## src/rtl/neuron_engine_pkg.sv

```systemverilog
// Shared constants and FSM encoding for the neuron engine and its controller.
package neuron_engine_pkg;

  localparam int DATA_W_DEF = 8;
  localparam int LEN_W_DEF  = 8;
  localparam int ADDR_W_DEF = 8;
  localparam int ACC_W_DEF  = 24;
  localparam int SHIFT_DEF  = 7;

  typedef enum logic [1:0] {
    IDLE  = 2'd0,
    FETCH = 2'd1,
    DRAIN = 2'd2,
    OUT   = 2'd3
  } state_e;

endpackage

```

## src/rtl/neuron_engine_mac_datapath.sv

```systemverilog
// Signed multiply-accumulate: clr zeroes the sum, en adds the full-width product.
module mac_datapath #(
  parameter int DATA_W = 8,
  parameter int ACC_W  = 24
) (
  input  logic                     clk,
  input  logic                     rst,
  input  logic                     clr,
  input  logic                     en,
  input  logic signed [DATA_W-1:0] a,
  input  logic signed [DATA_W-1:0] b,
  output logic signed [ACC_W-1:0]  acc
);

  logic signed [2*DATA_W-1:0] prod;
  logic signed [ACC_W-1:0]    acc_d, acc_q;

  always_comb begin
    prod  = a * b;
    acc_d = acc_q;
    if (clr) begin
      acc_d = '0;
    end else if (en) begin
      acc_d = acc_q + {{(ACC_W-2*DATA_W){prod[2*DATA_W-1]}}, prod};
    end
  end

  always_ff @(posedge clk or posedge rst) begin
    if (rst) begin
      acc_q <= '0;
    end else begin
      acc_q <= acc_d;
    end
  end

  assign acc = acc_q;

endmodule

```

## src/rtl/neuron_engine.sv

```systemverilog
// Dot-product neuron: streams N activation/weight pairs from memory, accumulates,
// then applies ReLU and saturating fixed-point rescale to produce one result.
module neuron_engine
  import neuron_engine_pkg::*;
#(
  parameter int DATA_W = DATA_W_DEF,
  parameter int LEN_W  = LEN_W_DEF,
  parameter int ADDR_W = ADDR_W_DEF,
  parameter int ACC_W  = ACC_W_DEF,
  parameter int SHIFT  = SHIFT_DEF
) (
  input  logic                     clk,
  input  logic                     rst,
  input  logic                     start,
  input  logic [LEN_W-1:0]         vec_len,
  input  logic [ADDR_W-1:0]        base_in,
  input  logic [ADDR_W-1:0]        base_w,
  output logic                     busy,
  output logic                     mem_rd_en,
  output logic [ADDR_W-1:0]        in_addr,
  output logic [ADDR_W-1:0]        w_addr,
  input  logic signed [DATA_W-1:0] in_data,
  input  logic signed [DATA_W-1:0] w_data,
  output logic [DATA_W-1:0]        result,
  output logic                     done
);

  localparam logic signed [ACC_W-1:0] RES_MAX = ACC_W'((2 ** (DATA_W - 1)) - 1);

  state_e                  state_q, state_d;
  logic [LEN_W-1:0]        len_q, len_d;
  logic [LEN_W-1:0]        k_q, k_d;
  logic [ADDR_W-1:0]       in_addr_q, in_addr_d;
  logic [ADDR_W-1:0]       w_addr_q, w_addr_d;
  logic                    rd_vld_q, rd_vld_d;
  logic [DATA_W-1:0]       result_q, result_d;
  logic                    start_ok;
  logic signed [ACC_W-1:0] acc;
  logic signed [ACC_W-1:0] shifted;
  logic [DATA_W-1:0]       relu_sat;

  assign start_ok = start && (state_q == IDLE);

  always_ff @(posedge clk or posedge rst) begin
    if (rst) begin
      state_q <= IDLE;
    end else begin
      state_q <= state_d;
    end
  end

  always_comb begin
    state_d = state_q;
    case (state_q)
      IDLE:    if (start) state_d = (vec_len == '0) ? OUT : FETCH;
      FETCH:   if (k_q == len_q - LEN_W'(1)) state_d = DRAIN;
      DRAIN:   state_d = OUT;
      OUT:     state_d = IDLE;
      default: state_d = IDLE;
    endcase
  end

  always_comb begin
    busy      = (state_q != IDLE);
    mem_rd_en = (state_q == FETCH);
    done      = (state_q == OUT);
  end

  // Read data arrives one cycle after the strobe, so accumulation lags by one.
  always_comb begin
    len_d     = len_q;
    k_d       = k_q;
    in_addr_d = in_addr_q;
    w_addr_d  = w_addr_q;
    result_d  = result_q;
    rd_vld_d  = (state_q == FETCH);
    if (start_ok) begin
      len_d     = vec_len;
      k_d       = '0;
      in_addr_d = base_in;
      w_addr_d  = base_w;
    end else if (state_q == FETCH) begin
      k_d       = k_q + LEN_W'(1);
      in_addr_d = in_addr_q + ADDR_W'(1);
      w_addr_d  = w_addr_q + ADDR_W'(1);
    end else if (state_q == OUT) begin
      result_d  = relu_sat;
    end
  end

  always_ff @(posedge clk or posedge rst) begin
    if (rst) begin
      len_q     <= '0;
      k_q       <= '0;
      in_addr_q <= '0;
      w_addr_q  <= '0;
      rd_vld_q  <= 1'b0;
      result_q  <= '0;
    end else begin
      len_q     <= len_d;
      k_q       <= k_d;
      in_addr_q <= in_addr_d;
      w_addr_q  <= w_addr_d;
      rd_vld_q  <= rd_vld_d;
      result_q  <= result_d;
    end
  end

  mac_datapath #(
    .DATA_W (DATA_W),
    .ACC_W  (ACC_W)
  ) u_mac (
    .clk (clk),
    .rst (rst),
    .clr (start_ok),
    .en  (rd_vld_q),
    .a   (in_data),
    .b   (w_data),
    .acc (acc)
  );

  // Sign bit test avoids an unsigned compare against a fill literal.
  always_comb begin
    shifted = acc >>> SHIFT;
    if (acc[ACC_W-1] || (acc == '0)) begin
      relu_sat = '0;
    end else if (shifted > RES_MAX) begin
      relu_sat = RES_MAX[DATA_W-1:0];
    end else begin
      relu_sat = shifted[DATA_W-1:0];
    end
  end

  assign in_addr = in_addr_q;
  assign w_addr  = w_addr_q;
  assign result  = (state_q == OUT) ? relu_sat : result_q;

endmodule

```

## config.mk

```make
export PLATFORM = sky130hd
export DESIGN_NAME = neuron_engine
export DESIGN_NICKNAME = d
export VERILOG_FILES = /design/src/rtl/neuron_engine_pkg.sv /design/src/rtl/neuron_engine_mac_datapath.sv /design/src/rtl/neuron_engine.sv
export SDC_FILE = /design/constraint.sdc
export NUM_CORES = 1
export LEC_CHECK = 0
export CAP_MARGIN = 15
export CELL_PAD_IN_SITES_DETAIL_PLACEMENT = 1
export CELL_PAD_IN_SITES_GLOBAL_PLACEMENT = 2
export CORE_MARGIN = 2
export CORE_UTILIZATION = 35
export DETAILED_ROUTE_END_ITERATION = 10
export PLACE_DENSITY_LB_ADDON = 0.1
export SLEW_MARGIN = 10
export SYNTH_ARGS = -nofsm -noshare
export SYNTH_HDL_FRONTEND = slang
export SYNTH_SLANG_ARGS = --single-unit
```

## constraint.sdc

```tcl
create_clock -name clk -period 3.35 [get_ports clk]
set_clock_uncertainty 0.2 [all_clocks]
set_input_delay 0.335 -clock clk [delete_from_list [all_inputs] [get_ports clk]]
set_output_delay 0.335 -clock clk [all_outputs]
set_load 0.03 [all_outputs]
```

==> qor.csv, run 1 <==
stage;metric;value;unit
die;site row count;51;
run_status;outcome;complete, but fails checks;
yosys;synth warn;0;
clock_network;clk slew on worst S/H paths;0.05;ns
routing;top sig layer;met4;
worst_setup_path;Worst Setup End Kind;register;
global_routing;largest net degree at the start of global routing;68;
routing;WL final;20800;um
global_routing;grt ovf;0;
die;IO Pins;70;
yosys;Syn Nets;967;
yosys;unique cell type count in the Yosys netlist;52;
yosys;ys flop type;dfrtp_1;
placed_design;Final GP Congestion;0.823;
placed_design;hpwl dp;16100;um
routing;Initial DRC Count;163;
global_routing;GRT Util Overall;0.207;
clock_network;worst skew pair latency;0.34;ns
placed_design;Port-buffer cells;69;
cells_and_area;final net count;1174;
clock_network;clk sinks;67;
yosys;#FFs+latches synth;67;
worst_setup_path;Setup CP Type;in2reg;
yosys;Post-Synthesis Cells;807;
yosys;post-synthesis compound-gate area fraction;0.130;
flow_run;number of max-cap violations;0;
routing;DR pass1 iterations;4;
clock_network;Max Buffers Root-to-Sink;2;
timing;Final setup violation count;19;
yosys;Syn Area/Cell;8.64;sq um
die;chip height;145;um
routing;routed wire length per instance;16.2;um
routing;Vias;6378;
yosys;Post-synth ARST share;1.00;
yosys;Simple-Gate Fraction of Synth Area;0.195;
cells_and_area;Area growth syn-to-layout;45.8;%
timing;RSZ-0062 raised after global routing;yes;
timing;Worst-Margin Slew;0.707;ns
clock_network;Root Buffer;clkbuf_16;
placed_design;DP Worst Slack;-3.15;ns
yosys;post-synthesis mux area share;0.0266;
clock_network;H-tree lvl count;3;
cells_and_area;Inserted Diodes;0;
die;DIE WIDTH;145;um
routing;WL met1;8910;um
run_status;violated checks;negative setup slack;
timing;highest clock rate;0.175;GHz
timing;fin crit period;5.72;ns
die;Initial Util;0.357;
routing;vias per cell;4.97;
cells_and_area;fillers;2210;
routing;DR DRC count;0;
timing;Slew headroom;0.528;
global_routing;vias in the first global route;7215;
die;Die Area;21100;sq um
worst_setup_path;WP data required;3.37;ns
routing;DR WL met3;583;um
clock_network;hold buffers post-CTS;0;
timing;Slew Viols, Final;0;
clock_network;CTS Buf Count;9;
worst_setup_path;CP arrival;5.74;ns
global_routing;global-route wire length before repair;35900;um
worst_setup_path;CP startpoint kind;input pin;
yosys;Syn Std Cell Area;6970;sq um
routing;Post-DRT Antenna Nets;0;
cells_and_area;share of cells above drive strength 1;0.317;
worst_setup_path;Max Fanout on Critical Path;4;
yosys;number of flops mapped to enable cells by yosys;0;
timing;Final Hold Fails;0;
timing;final worst slack;-2.37;ns
die;total core area;19500;sq um
yosys;sequential area share after synthesis;0.241;
timing;final period utilization;1.71;
yosys;XOR/XNOR Fraction of Synth Area;0.0666;
clock_network;CTS tree;yes;
hold_path;worst hold path class;in2async;
yosys;largest family of logic cells by synthesized area;adder cells;
global_routing;initial antenna violation count;0;
yosys;area share of fa/ha/maj cells after synthesis;0.270;
routing;wire length on met2;11100;um
worst max-delay path, stage by stage:
cell and delay (ns):
buf_8 0.10, and2_4 0.15, buf_4 0.13, buf_4 0.13, ha_4 0.25, buf_4 0.13, fa_1 0.47, fa_1 0.55
inv_1 0.06, fa_1 0.54, inv_1 0.07, ha_4 0.24, buf_4 0.14, a21oi_4 0.16, o21ai_2 0.07, a21oi_2 0.17
nand3b_1 0.15, nand3_2 0.11, ha_4 0.28, o2111ai_4 0.23, nor3_2 0.05, o211a_1 0.16, buf_6 0.13, o21a_1 0.19
o21a_1 0.21, o21ai_2 0.19, nand4_1 0.14, nor3b_2 0.19
metal layers:
metal  global-route usage  vias up
met1                0.256     3207
met2                0.375       68
met4               0.0412        0
li1                     -     3083
met5                    0        -
met3               0.0393       20
logic make-up after synthesis:
kind of cell,after synthesis
adder cells (fa/ha/maj),117
multiplexers,18
AO/OA/AOI/OAI,144
buffers and inverters,132
flip-flops,67
XOR/XNOR,53
AND/OR/NAND/NOR,276
sequential cells by signal (all words and copies together), names as in the netlist:
signal	cells
state_q	2
in_addr	8
result_q	8
u_mac.acc	24
rd_vld_q	1
len_q	8
w_addr	8
k_q	8
layout by cell type (no fill, tap or decap), types with 5 or more instances in the layout:
| cell | instances |
|---|---|
| buf_4 | 118 |
| inv_1 | 94 |
| nand2_1 | 84 |
| dfrtp_1 | 67 |
| nor2_1 | 51 |
| fa_1 | 51 |
| clkdlybuf4s50_1 | 49 |
| ha_1 | 38 |
| buf_6 | 35 |
| o21ai_0 | 34 |
| xnor2_1 | 29 |
| and2_1 | 29 |
| xor2_1 | 23 |
| ha_4 | 20 |
| inv_2 | 18 |
| and2_4 | 18 |
| mux2i_1 | 14 |
| a21o_1 | 14 |
| a21oi_1 | 13 |
| nand4_1 | 13 |
| a21oi_2 | 12 |
| o21ai_2 | 11 |
| nor3_1 | 11 |
| nor2b_1 | 10 |
| clkbuf_16 | 9 |
| nand3b_1 | 7 |
| nor3_2 | 6 |
| o21ai_1 | 6 |
| nor4_1 | 6 |
| a21oi_4 | 5 |
| o21a_1 | 5 |
| fa_2 | 5 |
| buf_2 | 5 |
metrics by stage:
step	hold WS [ns]	util	std cells	setup TNS, ns	cell area [sq um]
2_1_floorplan	0.240	-	807	-29.08	7310
3_3_place_gp	0.263	0.469	1239	-48.22	9150
3_5_place_dp	0.272	0.469	1239	-50.29	9150
4_1_cts	0.221	0.504	1271	-34.14	9850
5_1_grt	0.246	0.521	1284	-38.59	10200
6_report	0.197	0.521	1284	-34.73	10200
Yosys cell counts, types with 13 or more instances:
master | number | share of area
inv_1 | 113 | 0.061
nand2_1 | 88 | 0.047
dfrtp_1 | 67 | 0.24
ha_1 | 61 | 0.11
nor2_1 | 57 | 0.031
fa_1 | 56 | 0.16
o21ai_0 | 49 | 0.035
and2_1 | 48 | 0.043
a21oi_1 | 30 | 0.022
xnor2_1 | 30 | 0.038
xor2_1 | 23 | 0.029
nor3_1 | 19 | 0.014
clkbuf_1 | 18 | 0.0097
a21o_1 | 14 | 0.015
mux2i_1 | 14 | 0.020
nand4_1 | 13 | 0.012
layout make-up:
type / instances / area (sq um) / share of cell area
Clock buffer: 13 / 240 / 0.0236
Clock inverter: 3 / 15.0 / 0.00148
Timing Repair Buffer: 215 / 1910 / 0.188
Sequential cell: 67 / 1680 / 0.165
Tap cell: 265 / 332 / 0.0326
Inverter: 113 / 427 / 0.0420
Multi-Input combinational cell: 608 / 5560 / 0.547
path summary, 6_finish.rpt:
kind,to,cells past startpoint,startpoint,slack [ns]
max,u_mac.acc[19],28,w_data[0],-2.37
min,u_mac.acc[1],3,rst,0.20
max reg2reg,u_mac.acc[20],12,u_mac.acc[0],0.32
min reg2reg,result_q[7],1,result_q[7],0.28
max in group asynchronous,len_q[2],3,rst,2.42
min in group clk,result_q[7],1,result_q[7],0.28
timing repair:
item                       CTS  global route
setup buffers               19            13
pin swaps                   75            65
setup endpoints to repair   21            24
gates resized for setup    167            59
Power of run 1 is left out: the tool's default activity adds up to more than one toggle a clock period on the data nets, which glitch-free logic cannot reach.
==> run 2, diff against run 1 <==
Settings changed: ABC_CLOCK_PERIOD_IN_PS set to 3350.
==> results of run 2 <==
No change in the layout: final DEF, timing and power equal those of run 1.
Power of run 2 is left out for the same reason.
==> run 3, diff against run 2 <==
Settings changed: CTS_BUF_LIST set to sky130_fd_sc_hd__clkbuf_4.
==> qor.csv, run 3 (synthesized netlist as in run 1, its figures left out) <==
stage;metric;value;unit;change
timing;highest clock rate;0.179;GHz;+2.4%
routing;Initial DRC Count;121;;-26%
global_routing;global-route wire length before repair;35400;um;-1.5%
hold_path;worst hold path class;in2async;;
routing;Vias;6368;;-0.16%
timing;RSZ-0062 raised after global routing;yes;;
cells_and_area;final net count;1170;;-0.34%
cells_and_area;max FFs per register;24;;unchanged
routing;WL final;20500;um;-1.3%
die;total core area;19500;sq um;unchanged
cells_and_area;post-route cell area;9920;sq um;-2.4%
cells_and_area;area occupied by multi-input gates;5500;sq um;-1.2%
run_status;outcome;complete, but fails checks;;
timing;final setup TNS;-32.59;ns;+2.14 ns
clock_network;H-tree lvl count;3;;unchanged
clock_network;clk slew on worst S/H paths;0.12;ns;+0.07 ns
clock_network;CTS Buf Count;9;;unchanged
timing;Final setup violation count;19;;unchanged
cells_and_area;Inserted Diodes;0;;unchanged
clock_network;worst skew pair latency;0.44;ns;+0.10 ns
global_routing;initial antenna violation count;0;;unchanged
flow_run;number of max-cap violations;0;;unchanged
cells_and_area;Sequential Area;1680;sq um;unchanged
run_status;violated checks;negative setup slack;;
cells_and_area;Area growth syn-to-layout;42.3;%;
die;site row count;51;;unchanged
timing;final period utilization;1.67;;-0.0403
worst_setup_path;Worst Setup End Kind;register;;
worst_setup_path;Max Fanout on Critical Path;4;;unchanged
placed_design;Final GP Congestion;0.823;;unchanged
clock_network;clk sinks;67;;unchanged
worst_setup_path;R2R setup slack;0.40;ns;+0.08 ns
routing;DR pass1 iterations;4;;unchanged
cells_and_area;commonest non-fill, non-tap cell in the layout;buf_4;;
worst_setup_path;Setup CP Type;in2reg;;
die;chip height;145;um;unchanged
worst_setup_path;CP arrival;5.71;ns;-0.03 ns
clock_network;CTS tree;yes;;
timing;final worst slack;-2.24;ns;+0.135 ns
routing;vias per cell;4.98;;+0.16%
timing;Final Hold Fails;0;;unchanged
placed_design;hpwl dp;16100;um;unchanged
timing;fin crit period;5.59;ns;-0.135 ns
global_routing;GRT Util Overall;0.202;;-0.00473
worst_setup_path;CP startpoint kind;input pin;;
global_routing;largest net degree at the start of global routing;68;;unchanged
clock_network;Root Buffer;clkbuf_4;;
die;IO Pins;70;;unchanged
die;Initial Util;0.357;;unchanged
timing;Slew Viols, Final;0;;unchanged
cells_and_area;fin cells;1280;;-0.31%
cells_and_area;share of cells above drive strength 1;0.317;;about the same
global_routing;vias in the first global route;7157;;-0.80%
cells_and_area;fillers;2251;;+1.9%
routing;routed wire length per instance;16.1;um;-1.0%
timing;Worst-Margin Slew;0.756;ns;+0.0482 ns
die;Die Area;21100;sq um;unchanged
placed_design;placed insts;1239;;unchanged
placed_design;Port-buffer cells;69;;unchanged
clock_network;Max Buffers Root-to-Sink;2;;unchanged
routing;DR DRC count;0;;unchanged
cells_and_area;most frequent cells in the layout;buf_4, inv_1, nand2_1;;
die;DIE WIDTH;145;um;unchanged
worst_setup_path;WP data required;3.47;ns;+0.10 ns
placed_design;DP Worst Slack;-3.15;ns;unchanged
routing;Post-DRT Antenna Nets;0;;unchanged
timing;Slew headroom;0.496;;-0.0322
global_routing;grt ovf;0;;unchanged
placed_design;instance area at placement;9150;sq um;unchanged
==> run 3: changes by cell type in the layout (fill, tap and decap cells not counted), sizes merged <==
cell           change
dlymetal6s2s       -1
dlygate4sd2        +3
buf                -4
clkdlybuf4s50      -2
==> run 3: final timing paths <==
check | from | end | cells past startpoint
setup / recovery | w_data[0] | u_mac.acc[20] | 28
hold / removal | rst | w_addr[7] | 3
setup reg to reg | u_mac.acc[0] | u_mac.acc[20] | 12
hold reg to reg | result_q[5] | result_q[5] | 2
max in group asynchronous | rst | u_mac.acc[20] | 3
min in group clk | base_in[6] | in_addr[6] | 3
==> run 3: critical path, stage by stage <==
cell and delay (ns):
buf_8 0.10, and2_4 0.15, fa_1 0.53, inv_1 0.05
fa_1 0.49, inv_2 0.04, fa_1 0.54, inv_1 0.05
fa_1 0.49, inv_2 0.05, ha_4 0.25, a21oi_4 0.15
o21bai_1 0.10, a21oi_2 0.16, o21ai_2 0.07, a21oi_2 0.17
xnor2_1 0.10, ha_1 0.36, buf_4 0.16, buf_6 0.11
a21o_1 0.16, a21oi_2 0.11, o21a_2 0.19, a21oi_2 0.06
buf_4 0.16, o211ai_1 0.27, nand4_1 0.12, nor3b_2 0.17
==> run 3: through the flow <==
step                      hold WS [ns]   util
after floorplan                  0.240      -
after global placement           0.263  0.469
after detailed placement         0.272  0.469
after CTS                       0.0899  0.493
after global routing            0.0942  0.508
final                           0.0942  0.508
==> run 3: timing repair <==
item,CTS,global route
buffers inserted,25,10
endpoints found under the setup margin,24,23
gates resized for setup,159,64
hold buffers,0,0
pin swaps,79,65
==> run 3: cell type report <==
class                           instances  area share
Clock buffer                           13     0.00984
Clock inverter                          3     0.00151
Timing Repair Buffer                  211       0.189
Tap cell                              265      0.0334
Sequential cell                        67       0.169
Multi-Input combinational cell        608       0.554
Inverter                              113      0.0433
==> run 3: metal layers <==
metal / global-route usage / vias to the layer above / share of wire
li1: - / 3077 / -
met1: 0.256 / 3224 / 0.44
met2: 0.366 / 54 / 0.53
met3: 0.0343 / 13 / 0.021
met4: 0.0333 / 0 / 0.0077
met5: 0 / - / 0
Power of run 3 is left out for the same reason.
